--- config.mk ---
export PLATFORM = sky130hd
export DESIGN_NAME = pe_feeder
export DESIGN_NICKNAME = d
export VERILOG_FILES = /design/src/rtl/pe_pkg.sv /design/src/rtl/pe_operand_buf.sv /design/src/rtl/pe_feeder.sv
export SDC_FILE = /design/constraint.sdc
export NUM_CORES = 1
export LEC_CHECK = 0
export ABC_AREA = 0
export CAP_MARGIN = 20
export CORE_MARGIN = 2
export CORE_UTILIZATION = 60
export DETAILED_ROUTE_END_ITERATION = 8
export PLACE_DENSITY = 0.88
export SLEW_MARGIN = 20
export SYNTH_ARGS = -nofsm -noshare
export SYNTH_HDL_FRONTEND = slang
export SYNTH_SLANG_ARGS = --single-unit
--- constraint.sdc ---
create_clock -name clk -period 10.2 [get_ports clk]
set_clock_uncertainty 0.2 [all_clocks]
set_input_delay 2.04 -clock clk [delete_from_list [all_inputs] [get_ports clk]]
set_output_delay 2.04 -clock clk [all_outputs]
set_load 0.05 [all_outputs]
--- src/rtl/pe_pkg.sv ---
// ---------------------------------------------------------------------------
// pe_pkg
// Shared definitions for the processing-element operand feeder.
//   DEFAULT_WIDTH : default operand / result width
//   DEFAULT_DEPTH : default number of operand-pair buffer entries
//   pe_state_e    : feeder FSM state encoding
// ---------------------------------------------------------------------------
package pe_pkg;

    localparam int unsigned DEFAULT_WIDTH = 32;
    localparam int unsigned DEFAULT_DEPTH = 8;

    // IDLE   : loading pairs, pe holds its value
    // CLEAR  : one-cycle clear pulse to the pe accumulator
    // STREAM : one stored pair per cycle into the pe
    // SETTLE : pe holds the final sum, which is captured into result
    // DONE   : one-cycle done pulse, buffer released for the next run
    typedef enum logic [2:0] {
        IDLE   = 3'd0,
        CLEAR  = 3'd1,
        STREAM = 3'd2,
        SETTLE = 3'd3,
        DONE   = 3'd4
    } pe_state_e;

endpackage

--- src/rtl/pe_operand_buf.sv ---
// ---------------------------------------------------------------------------
// pe_operand_buf
// DEPTH x 2*WIDTH register file holding operand pairs {a, b}.
// Ports:
//   clk_i          clock
//   we_i           write enable for one pair
//   waddr_i        write index
//   wdata_a_i/b_i  operand pair being written
//   raddr_i        combinational read index (stream counter)
//   rdata_a_o/b_o  operand pair at raddr_i
// Storage is deliberately not reset: the feeder's pair count gates every read.
// ---------------------------------------------------------------------------
module pe_operand_buf #(
    parameter int WIDTH = 32,
    parameter int DEPTH = 8
) (
    input  logic                     clk_i,
    input  logic                     we_i,
    input  logic [$clog2(DEPTH)-1:0] waddr_i,
    input  logic [WIDTH-1:0]         wdata_a_i,
    input  logic [WIDTH-1:0]         wdata_b_i,
    input  logic [$clog2(DEPTH)-1:0] raddr_i,
    output logic [WIDTH-1:0]         rdata_a_o,
    output logic [WIDTH-1:0]         rdata_b_o
);

    logic [2*WIDTH-1:0] mem_q [DEPTH];
    logic [2*WIDTH-1:0] rdata;

    // Single write port; a pair is stored as {a, b} in one entry.
    always_ff @(posedge clk_i) begin
        if (we_i) begin
            mem_q[waddr_i] <= {wdata_a_i, wdata_b_i};
        end
    end

    // Asynchronous read so the operand reaches the pe in the same cycle the
    // stream index selects it.
    assign rdata     = mem_q[raddr_i];
    assign rdata_a_o = rdata[2*WIDTH-1:WIDTH];
    assign rdata_b_o = rdata[WIDTH-1:0];

endmodule

--- src/rtl/pe_feeder.sv ---
// ---------------------------------------------------------------------------
// pe_feeder
// Buffers operand pairs and streams them into an external multiply-accumulate
// pe, then captures the pe accumulator as the dot product.
// Ports:
//   clk, rst        clock, synchronous active-high reset
//   wr_en/wr_a/wr_b load one operand pair (IDLE only, ignored when full)
//   start           begin a run over the loaded pairs (IDLE only)
//   pe_rst          clear pulse to the pe accumulator
//   pe_a/pe_b       operands driven to the pe
//   pe_c            pe accumulator value
//   result          captured dot product
//   done            one-cycle pulse, result valid
//   busy            FSM not in IDLE
//   count/full      pairs loaded / buffer full
// ---------------------------------------------------------------------------
module pe_feeder
    import pe_pkg::*;
#(
    parameter int WIDTH = DEFAULT_WIDTH,
    parameter int DEPTH = DEFAULT_DEPTH
) (
    input  logic                   clk,
    input  logic                   rst,
    input  logic                   wr_en,
    input  logic [WIDTH-1:0]       wr_a,
    input  logic [WIDTH-1:0]       wr_b,
    input  logic                   start,
    output logic                   pe_rst,
    output logic [WIDTH-1:0]       pe_a,
    output logic [WIDTH-1:0]       pe_b,
    input  logic [WIDTH-1:0]       pe_c,
    output logic [WIDTH-1:0]       result,
    output logic                   done,
    output logic                   busy,
    output logic [$clog2(DEPTH):0] count,
    output logic                   full
);

    localparam int IW = $clog2(DEPTH);
    localparam int CW = IW + 1;

    pe_state_e         state_q, state_d;
    logic [CW-1:0]     count_q, count_d;
    logic [CW-1:0]     streamIdx_q, streamIdx_d;
    logic [WIDTH-1:0]  result_q, result_d;
    logic              bufWe;
    logic              isFull;
    logic [WIDTH-1:0]  bufA, bufB;

    assign isFull = (count_q == CW'(DEPTH));

    pe_operand_buf #(
        .WIDTH(WIDTH),
        .DEPTH(DEPTH)
    ) u_buf (
        .clk_i    (clk),
        .we_i     (bufWe),
        .waddr_i  (count_q[IW-1:0]),
        .wdata_a_i(wr_a),
        .wdata_b_i(wr_b),
        .raddr_i  (streamIdx_q[IW-1:0]),
        .rdata_a_o(bufA),
        .rdata_b_o(bufB)
    );

    // Next-state logic. Writes and start are only honoured in IDLE; a write
    // in the same cycle as start still lands, so the run includes it because
    // CLEAR reads the already-incremented count.
    always_comb begin
        state_d     = state_q;
        count_d     = count_q;
        streamIdx_d = streamIdx_q;
        result_d    = result_q;
        bufWe       = 1'b0;

        case (state_q)
            IDLE: begin
                if (wr_en && !isFull) begin
                    bufWe   = 1'b1;
                    count_d = count_q + CW'(1);
                end
                if (start) begin
                    state_d = CLEAR;
                end
            end
            CLEAR: begin
                streamIdx_d = '0;
                state_d     = (count_q != '0) ? STREAM : SETTLE;
            end
            STREAM: begin
                if (streamIdx_q == count_q - CW'(1)) begin
                    state_d = SETTLE;
                end else begin
                    streamIdx_d = streamIdx_q + CW'(1);
                end
            end
            SETTLE: begin
                // The pe registered the last product on the previous edge and
                // holds it now that the operands are zero.
                result_d = pe_c;
                state_d  = DONE;
            end
            DONE: begin
                count_d = '0;
                state_d = IDLE;
            end
            default: begin
                state_d = IDLE;
            end
        endcase
    end

    // State registers with synchronous reset. The buffer itself is not
    // cleared; zeroing count makes its old contents unreachable.
    always_ff @(posedge clk) begin
        if (rst) begin
            state_q     <= IDLE;
            count_q     <= '0;
            streamIdx_q <= '0;
            result_q    <= '0;
        end else begin
            state_q     <= state_d;
            count_q     <= count_d;
            streamIdx_q <= streamIdx_d;
            result_q    <= result_d;
        end
    end

    // Outputs are decoded from registered state only; operands are zero
    // outside STREAM so the pe accumulator holds.
    assign pe_rst = (state_q == CLEAR);
    assign pe_a   = (state_q == STREAM) ? bufA : '0;
    assign pe_b   = (state_q == STREAM) ? bufB : '0;
    assign done   = (state_q == DONE);
    assign busy   = (state_q != IDLE);
    assign result = result_q;
    assign count  = count_q;
    assign full   = isFull;

endmodule

==> metrics.md <==
| Metric | Value |
|---|---|
| Setup crit end | pe_a[19] |
| Sequential share of the synthesized area | between 70% and 80% |
| Die X | 193 um |
| Initial antenna violation count | 3 |
| LEAKAGE | 7.78 nW |
| CTS buffer count | between 50 and 60 |
| R2r startpoint | count[0] |
| DR iter-0 viols | around 960 |
| Arr. time, crit path | between 4000 and 5000 ps |
| IO Count | roughly 200 |
| Initial Util | between 60 and 70% |
| Crit end category | output port |
| CTS sink cnt | ~560 |
| Root cell of the clock tree | clkbuf_16 |
| Synth Register Bits | around 560 |
| Hold crit path type | register to register |
| Largest net degree at the start of global routing | 83 |
| Worst-Margin Slew | approximately 1100 ps |
| Max_slew headroom | a little under a quarter |
| Reg clk slew, reported paths | 60 ps |
| Grt ovf | 0 |
| DR vias | between 10000 and 15000 |
| Fraction of layout cells with a size suffix above 1 | ~18% |
| Die Y | slightly below 200 um |
| Required time of the worst setup path | between 7000 and 8000 ps |
| CTS tree | done |
| Asr flop ratio synth | 0% |
| Via density | between 6 and 7 |
| Cells on worst reg2reg path | 7 |
| Netlist cell types | 37 |
| Kind of critical path | register to output port |
| Internal cell power | ~4.2 mW |
| Syn Inst Count | 1052 |
| Sw Share | between 20 and 30% |
| PortBufs | just over 200 |
| Vias in the first global route | around 11000 |
| RSZ-0062 raised after global routing | false |
| Yosys warns | 0 |
| Global Route Usage Sum | roughly 25% |
| First-pass GRT wire length | ~67000 um |
| DRT Pass-1 Iters | 5 |
| GP Congestion | roughly 0.77 |
| Htree depth | 2 |
| FF-to-FF End | u_buf.mem_q[0][14] |
| Post-CTS Setup Bufs | 0 |
| Final hold vios | 0 |
| HPWL after detailed placement | 23500 um |
| Netlist Area Pre-Place | 21300 sq um |
| R2r setup slk | between 6000 and 7000 ps |
| F_max | around 0.16 GHz |
| Avg Synthesized Cell Area | 20.3 sq um |
| Nets | 1368 |
| Cts hold-fix bufs | 0 |
| Max Cap Violations | 0 |
| Register share of total power | between 40% and 50% |
| Worst Setup Start Kind | register |
| Min Hold Slack | approximately 250 ps |
| Synth Net Count | 1156 |
| Number of synthesized flops with an enable pin | between 500 and 600 |
| Clock latency on the worst-skew pair | 560 ps |
| Fin crit share | 61.5% |
| Crit path time final | 6270 ps |
| Comb power frac | a little under a quarter |
| DRC violations left | 0 |
| VDD IR max | 0.159 mV |
| Ys flop type | edfxtp_1 |
| CORE AREA | about 35000 sq um |
| Slew Limit Fails | 0 |
| Post-CTS sizing | 0 |
| Clock power share | a little under a third |
| Largest buffer count on any clock path | 3 |
| Die area | 37100 sq um |
| Psw | 1.70 mW |
| Status | finished, final reports clean |
| Area Overhead vs Synth | 19.2% |
| Rows | 69 |
| Final wirelength | 45100 um |
| Setup violators final | 0 |
| Post-DR wirelength/cell | about 25 um |
| DRT antenna net count | 0 |
| Pwr/cell area | between 200 and 250 nW/um^2 |
| Maximum fanout along the worst path | 70 |
| Final setup TNS | 0 ps |
[routing by layer]
| layer | routed length [um] | share of wire [%] | global-route usage [%] |
|---|---|---|---|
| met2 | 23100 | 51 | 41.8 |
| met4 | 976 | 2.2 | 7.69 |
| met1 | 17800 | 39 | 32.4 |
| met3 | 3230 | 7.2 | 6.06 |
| met5 | 36 | 0.080 | 0 |
[how the worst min path moves through the flow]
| stage | start | to | slack [ps] | depth (start not counted) |
|---|---|---|---|---|
| finish | result[12] | result[12] | 250 | 2 |
| global route | result[5] | result[5] | 280 | 2 |
| detailed placement | result[12] | result[12] | 250 | 2 |
| floorplan | state_q[2] | state_q[1] | 330 | 1 |
| global placement | result[12] | result[12] | 240 | 2 |
| CTS | result[12] | result[12] | 250 | 2 |
[cell usage in the layout (no fill, tap or decap), types with 2 or more instances in the layout]
cell type and instances:
xor2_1 6, dfxtp_1 43, nand3_1 3, mux4_2 128, diode_2 5, a31oi_1 3, nor2_4 5, nand2_1 67
xnor2_1 3, or2_2 2, clkinvlp_4 2, nor2_1 73, dfxtp_4 3, mux2i_1 67, nor3b_1 5, edfxtp_1 512
o31ai_1 2, buf_4 13, nand2b_1 2, a21oi_1 32, ha_1 4, nor3_2 3, nand4_1 4, clkinv_1 12
clkbuf_16 54, clkbuf_1 14, nand3b_1 3, clkinv_2 9, clkdlybuf4s50_1 203, inv_1 6
[kinds of logic (layout without fill, tap and decap cells)]
family / count (synthesis) / count (layout) / synth area share, %
compound gates: 43 / 43 / 1.17
xor+xnor: 10 / 10 / 0.475
fa+ha+maj: 4 / 4 / 0.235
buf+inv: 67 / 318 / 1.44
flops: 558 / 558 / 76.4
mux: 196 / 196 / 16.7
other cells: 0 / 5 / 0
simple gates: 174 / 174 / 3.53
[final cells by class]
type	count	area (sq um)
Clock buffer	68	1400
Timing Repair Buffer	218	2160
Sequential cell	558	16300
Tap cell	461	577
Inverter	7	27.5
Clock inverter	25	151
Multi-Input combinational cell	427	4770
Antenna cell	5	12.5
Fill cell	1974	9890
[flip-flops by register name, indices dropped and copies added, names as in the netlist, named ones only]
| signal | cells |
|---|---|
| result | 32 |
| u_buf.mem_q | 512 |
| streamIdx_q | 4 |
| count | 4 |
| state_q | 3 |
[per-stage QoR]
| stage | instances | setup WS (ps) | cell area [sq um] | total power, mW | util, % |
|---|---|---|---|---|---|
| floorplan | 1052 | 2930 | 21300 | 3.77 | - |
| global placement | 1670 | 4540 | 23800 | 4.15 | 67.5 |
| detailed placement | 1671 | 4530 | 23800 | 4.19 | 67.5 |
| CTS | 1764 | 3870 | 25400 | 5.97 | 71.9 |
| global route | 1764 | 3690 | 25400 | 6.13 | 72.0 |
| finish | 1769 | 3930 | 25400 | 5.92 | 72.0 |
[power by group through the flow]
stage	logic, mW	registers [mW]	clock network [mW]
after detailed placement	1.36	2.84	0
after global placement	1.33	2.82	0
after CTS	1.37	2.79	1.80
final	1.36	2.79	1.78
after floorplan	0.948	2.82	0
after global routing	1.44	2.81	1.88
[critical path, stage by stage (launching register included)]
cell	delay, ps
dfxtp_4	900
buf_4	900
mux4_2	380
mux2i_1	80
nor2_1	240
clkdlybuf4s50_1	850
[synthesized netlist by cell type (3+ instances only)]
library cell / number / area, sq um
xor2_1: 6 / 52.6
nand2_1: 67 / 251
nor3b_1: 5 / 37.5
buf_1: 6 / 22.5
ha_1: 4 / 50.1
buf_4: 6 / 45.0
mux2i_1: 67 / 671
clkbuf_1: 21 / 78.8
mux4_2: 128 / 2880
dfxtp_1: 46 / 921
nand3_1: 3 / 15.0
inv_1: 7 / 26.3
xnor2_1: 3 / 26.3
a31oi_1: 3 / 18.8
buf_2: 27 / 135
a21oi_1: 32 / 160
nand3b_1: 3 / 22.5
nor3_2: 3 / 30.0
nor2_1: 78 / 293
nand4_1: 4 / 25.0
edfxtp_1: 512 / 15400
Power figures use the tool's default switching activity.
